[config.mk]
export PLATFORM = sky130hd
export DESIGN_NAME = sync_fifo_param
export DESIGN_NICKNAME = d
export VERILOG_FILES = /design/src/rtl/sync_fifo_param.sv
export SDC_FILE = /design/constraint.sdc
export NUM_CORES = 1
export LEC_CHECK = 0
export ABC_AREA = 1
export CORE_ASPECT_RATIO = 1.5
export CORE_MARGIN = 2
export CORE_UTILIZATION = 40
export CTS_CLUSTER_DIAMETER = 40
export DETAILED_ROUTE_END_ITERATION = 7
export GPL_ROUTABILITY_DRIVEN = 0
export HOLD_SLACK_MARGIN = 0.05
export PLACE_DENSITY = 0.6
export SYNTH_ARGS = -nofsm -noshare
export SYNTH_HDL_FRONTEND = slang
export SYNTH_SLANG_ARGS = --single-unit
[constraint.sdc]
create_clock -name clk -period 2.4 [get_ports clk]
set_input_delay 0.36 -clock clk [delete_from_list [all_inputs] [get_ports clk]]
set_output_delay 0.36 -clock clk [all_outputs]
set_load 0.02 [all_outputs]
[src/rtl/sync_fifo_param.sv]
`timescale 1ns/1ps
// Single-clock FIFO: arbitrary depth, registered count and flags, standard or FWFT read.
// Define SYNC_FIFO_ERR_FLAGS_EN to add sticky overflow/underflow outputs.
module sync_fifo_param #(
    parameter int unsigned WIDTH    = 18,
    parameter int unsigned DEPTH    = 16,
    parameter int unsigned AF_LEVEL = 12,
    parameter int unsigned AE_LEVEL = 2,
    parameter int unsigned FWFT     = 0
) (
    input  logic                       clk,
    input  logic                       reset_n,
    input  logic                       wr,
    input  logic [WIDTH-1:0]           datain,
    input  logic                       rd,
    output logic [WIDTH-1:0]           dataout,
    output logic                       full,
    output logic                       empty,
    output logic                       almost_full,
    output logic                       almost_empty,
    output logic [$clog2(DEPTH+1)-1:0] count
`ifdef SYNC_FIFO_ERR_FLAGS_EN
    ,
    output logic                       overflow,
    output logic                       underflow
`endif
);

    localparam int unsigned CW = $clog2(DEPTH + 1);
    localparam int unsigned PW = $clog2(DEPTH);

    logic [WIDTH-1:0] mem [DEPTH];
    logic [PW-1:0]    wr_ptr, rd_ptr, wr_ptr_nxt, rd_ptr_nxt;
    logic [CW-1:0]    count_nxt;
    logic [WIDTH-1:0] dataout_nxt;
    logic             wr_ok, rd_ok;

    // Acceptance, pointer wrap by compare, next fill level and next output word.
    always_comb begin
        rd_ok       = rd && !empty;
        wr_ok       = wr && (!full || rd_ok);
        wr_ptr_nxt  = wr_ptr;
        rd_ptr_nxt  = rd_ptr;
        count_nxt   = count;
        dataout_nxt = dataout;

        if (wr_ok) begin
            wr_ptr_nxt = (wr_ptr == PW'(DEPTH - 1)) ? '0 : wr_ptr + PW'(1);
        end
        if (rd_ok) begin
            rd_ptr_nxt = (rd_ptr == PW'(DEPTH - 1)) ? '0 : rd_ptr + PW'(1);
        end

        if (wr_ok && !rd_ok) begin
            count_nxt = count + CW'(1);
        end else if (rd_ok && !wr_ok) begin
            count_nxt = count - CW'(1);
        end

        // FWFT preloads the next head; a word written this edge may itself be the head.
        if (FWFT != 0) begin
            if (count_nxt != '0) begin
                dataout_nxt = (wr_ok && (rd_ptr_nxt == wr_ptr)) ? datain : mem[rd_ptr_nxt];
            end
        end else if (rd_ok) begin
            dataout_nxt = mem[rd_ptr];
        end
    end

    // Storage array; contents intentionally not reset.
    always_ff @(posedge clk) begin
        if (wr_ok) begin
            mem[wr_ptr] <= datain;
        end
    end

    always_ff @(posedge clk or negedge reset_n) begin
        if (!reset_n) begin
            wr_ptr       <= '0;
            rd_ptr       <= '0;
            count        <= '0;
            dataout      <= '0;
            full         <= 1'b0;
            empty        <= 1'b1;
            almost_full  <= 1'b0;
            almost_empty <= 1'b1;
        end else begin
            wr_ptr       <= wr_ptr_nxt;
            rd_ptr       <= rd_ptr_nxt;
            count        <= count_nxt;
            dataout      <= dataout_nxt;
            full         <= (count_nxt == CW'(DEPTH));
            empty        <= (count_nxt == '0);
            almost_full  <= (count_nxt >= CW'(AF_LEVEL));
            almost_empty <= (count_nxt <= CW'(AE_LEVEL));
        end
    end

`ifdef SYNC_FIFO_ERR_FLAGS_EN
    // Sticky error flags for dropped requests.
    always_ff @(posedge clk or negedge reset_n) begin
        if (!reset_n) begin
            overflow  <= 1'b0;
            underflow <= 1'b0;
        end else begin
            if (wr && full && !rd) begin
                overflow <= 1'b1;
            end
            if (rd && empty) begin
                underflow <= 1'b1;
            end
        end
    end
`endif

endmodule

# After elaboration in Yosys (flattened, before gate mapping)
# Memories as Yosys holds them, arrays and structs flattened. A register that Yosys moved wholly into a read port is not among the register bits.
# Cells that the tools add are included.
classes:
  add_sub_neg: 4
  n_reduce_logical: 11
  n_eq_ne: 3
  order_cmp: 2
  mux: 6
op_table:
  columns: ["cell", "count"]
  rows:
  - ["two-way mux 5 bit", 2]
  - ["adder 4 x 1 -> 4 bit, second input constant", 2]
  - ["== test 4 bit, second input constant", 2]
  - ["two-way mux 4 bit", 2]
  - ["adder 5 x 1 -> 5 bit, second input constant", 1]
  - ["== test 5 bit, second input constant", 1]
  - ["greater-or-equal comparator 5 x 4 -> 1 bit, second input constant", 1]
  - ["<= comparator 5 x 2 -> 1 bit, second input constant", 1]
  - ["zero test 1 bit", 5]
  - ["zero test 5 bit", 1]
  - ["subtractor 5 x 1 -> 5 bit, second input constant", 1]
  - ["logical AND 1 bit", 4]
  - ["two-way mux 1 bit", 2]
  - ["logical OR 1 bit", 1]
word_totals:
  inputBits: 22
  reg_bits: 17
  out_inout_bits: 27
  ramBits: 288
  n_memories: 1
  elab_cells: 34
memory_table:
  columns: ["name", "depth", "width", "read_ports", "rd_ports_with_merged_regs", "write_ports", "line_no", "source"]
  rows:
  - ["mem", 16, 18, 1, 1, 1, "32", "logic [WIDTH-1:0] mem [DEPTH];"]

# Logic depth before layout (Yosys ltp)
logic_depth:
  ltp_word: 9
  mapped_depth: 10
  mapped_depth_nobuf: 10

# Worst setup path after synthesis
# No wires, ideal clock.
synth_path:
  kind: "flip-flop to flip-flop"
  startpoint: "register empty"
  endpoint: "memory mem[11][0], enable pin"
  arrival_time_ns: 1.759
  path_buffers: 0
  synth_period_minus_slack_ns: 2.151
  required_ns: 2.007
  setup_time_ns: 0.393
  path_stages_with_launch: 6
  slack_ns: 0.249
  path_cell_list: "dfstp_2 -> inv_1 -> nand2_2 -> a21oi_2 -> nand2_1 -> nor2_1"
synth_between:
  elab_chain_len: 6
synth_lines:
  columns: ["item", "line_no", "source"]
  rows:
  - ["start: declaration", "18", "output logic empty,"]
  - ["start signal: assignment", "93", "empty <= (count_nxt == '0);"]
  - ["zero test 1 bit", "40", "rd_ok = rd && !empty;"]
  - ["logical AND 1 bit", "40", null]
  - ["logical OR 1 bit", "41", "wr_ok = wr && (!full || rd_ok);"]
  - ["logical AND 1 bit", "41", null]
  - ["two-way mux 1 bit", "72", "if (wr_ok) begin"]
  - ["two-way mux 1 bit (implied by the code)", "73", "mem[wr_ptr] <= datain;"]
  - ["end: declaration", "32", null]
# No other way between the ends.

# Worst setup path after layout
layout_path:
  startpoint: "register empty"
  endpoint: "output empty"
# No word-level cell between the ends.

==> results_dict.tcl <==
set metrics [dict create \
    grt_pass1_vias 8498 \
    cts_tree "done" \
    num-fill-cells 2936 \
    wl_per_cell_um 18.7 \
    r2r-start "rd_ptr[0]" \
    vias_per_cell 5.17 \
    core_area_mm2 0.0324 \
    ys_types 27 \
    hp-class "input pin to async pin" \
    gr-usage-all-layers_pct 18.1 \
    seq_area_frac_synth_pct 72.7 \
    nNetsFinal 1210 \
    fmax_ghz 0.478 \
    synth_area_leaders "edfxtp_1, dfrtp_1, nor2_1" \
    worstPathArrival_ns 1.73 \
    final_cell_mix "edfxtp_1, nand2_1, nor2_1" \
    crit_cells 1 \
    drt_iter0_drc 613 \
    synth.net_count 1138 \
    dp_hpwl_um 19600 \
    crit_type "register to output pin" \
    yosysTopAreaCell "edfxtp_1" \
    clock_latency_ns 0.57 \
    vias 8369 \
    initial_core_util_pct 40.4 \
    drv_cap 0 \
    drv_slew 0 \
    cpPeakStageDelay_ns 0.60 \
    chipWidth_um 152 \
    cts_resized 0 \
    reg2reg_slack_ns 0.41 \
    dieArea_mm2 0.0343 \
    num_io_pins 49 \
    r2r-end "dataout[7]" \
    die_y_um 226 \
    netlist_area_mm2 0.0131 \
    p_leak_nw 5.52 \
    worst_slew_pin_slew_ns 0.890 \
    r2r_cells 8 \
    grt_pass1_wl_um 46800 \
    setup_tns_ns 0 \
    clock_sinks 323 \
    endpoint_kind "output pin" \
    clk_pin_slew_ns 0.07 \
    path_max_fanout 3 \
    port_buffers 48 \
    synth_top_area_share_pct 66.0 \
    crit_path_start_kind "register" \
    setup_viol 0 \
    skew_ns 0.0158 \
    ir_worst_vdd_uv 591 \
    power_density_mw_per_mm2 1180 \
    worstPathCellList "clkdlybuf4s50_1" \
    dr.pass1.iters 4 \
    postCtsSetupBuffers 0 \
    grt_antenna_before_repair 0 \
    status "completed" \
    critPathRequiredTime_ns 2.04 \
    slew_headroom_pct 40.6 \
    numCtsBuffers 30 \
    hold_viol 0 \
    final_common_cell "edfxtp_1" \
    avgSynthCellArea_um2 11.8 \
    layout_min_cycle_time_ns 2.09 \
    ys_ff_latch 323 \
    finalWirelength_um 30300 \
    period_share_pct 87.1 \
    hold_buffers 1 \
    layout-drive-gt1-share_pct 10.9 \
    syn_inst 1109 \
    synthFlopType "edfxtp_1" \
    area_growth_pct 17.9 \
    n_antenna_cell 0 \
    h-tree-depth 1 \
    cp-endpoint "empty" \
    yosys_warnings 0 \
    fin_util_pct 47.6 \
    synth_edf_count 288 \
    critPathBufInv 1 \
    synth_async_sr_flop_share_pct 10.8 \
    rows 81 \
    rsz0062_at_grt "false" \
    overflow 0 \
    cts_buffer_depth 3 \
    grt_max_degree 76 \
    critPathTopFamily "buffers and inverters" \
    crit_start "empty" \
    cp_slowest_cell "clkdlybuf4s50_1" \
    drtAntennaViolNets 0 \
    cts-root-buf "clkbuf_16" \
    drc 0 \
]
-- where the power goes --
group | total (mW) | internal [mW] | switching (mW)
Combinational | 6.10 | 2.08 | 4.02
Sequential | 7.29 | 6.90 | 0.395
Clock | 4.89 | 2.84 | 2.05
-- synth_stat cells, types with 2 or more instances --
cell type and n:
buf_6 9, buf_2 19, nor2_2 2, edfxtp_1 288, buf_4 10, o21ai_0 91, inv_1 22, a21oi_2 5
nand3_1 126, dfrtp_1 33, clkbuf_1 18, xor2_1 6, a21oi_1 32, buf_1 4, nand2_1 194, ha_1 7
inv_2 2, o21ai_1 27, nor2_1 205, dfstp_2 2
-- logic make-up after synthesis --
family                   Yosys count  share of synthesized area [%]
AO/OA/AOI/OAI                    156                           6.11
XOR/XNOR                           6                          0.401
adder cells (fa/ha/maj)            7                          0.668
buffers and inverters             86                           3.58
flip-flops                       323                           72.7
AND/OR/NAND/NOR                  531                           16.5
-- worst register-to-register path, cell delays in order, from the launching register on --
cell and delay [ns]:
dfrtp_4 0.59, buf_12 0.26, buf_4 0.39, nand2_1 0.13, nand3_1 0.12, nand3_1 0.08
nand2_1 0.10, a21oi_1 0.07, a21oi_1 0.18
-- stage by stage --
| stage | cell area (um2) | hold slack [ns] | total power [mW] | instances | setup slack [ns] |
|---|---|---|---|---|---|
| after floorplan | 13100 | 0.0644 | 11.4 | 1109 | 0.249 |
| after global placement | 14400 | 0.376 | 13.5 | 1563 | 0.157 |
| after detailed placement | 14400 | 0.390 | 13.6 | 1563 | 0.130 |
| after CTS | 15400 | 0.338 | 18.5 | 1620 | 0.289 |
| after global routing | 15400 | 0.375 | 19.4 | 1620 | 0.226 |
| final | 15400 | 0.324 | 18.3 | 1620 | 0.308 |
-- layer usage --
| metal | share of wire [%] | GRT usage, % | vias up |
|---|---|---|---|
| met1 | 40 | 21.8 | 4122 |
| met3 | 3.5 | 2.30 | 61 |
| met4 | 2.9 | 6.42 | 0 |
| met5 | 0 | 0 | - |
| met2 | 53 | 33.0 | 175 |
| li1 | - | - | 4011 |
-- worst min-delay path by stage --
| stage | start | to | cells past startpoint |
|---|---|---|---|
| floorplan | reset_n | almost_full | 0 |
| global placement | reset_n | dataout[4] | 1 |
| detailed placement | reset_n | dataout[4] | 1 |
| CTS | reset_n | rd_ptr[2] | 2 |
| global route | reset_n | dataout[3] | 2 |
| finish | reset_n | rd_ptr[1] | 2 |
-- final cells by class --
cell class / count / area (um2) / area share [%]
repair buffers: 102 / 1120 / 7.26
inverters: 24 / 92.6 / 0.599
clock buffers: 43 / 861 / 5.57
well taps: 415 / 519 / 3.36
multi-input cells: 700 / 3150 / 20.4
flip-flops and latches: 323 / 9530 / 61.7
clock inverters: 13 / 169 / 1.09
-- flip-flops by register name, indices dropped and copies added, names as in the netlist --
name / count
almost_empty: 1
almost_full: 1
count: 5
dataout: 18
empty: 1
full: 1
mem: 288
rd_ptr: 4
wr_ptr: 4
No activity file was read; power rests on OpenSTA's default activity.
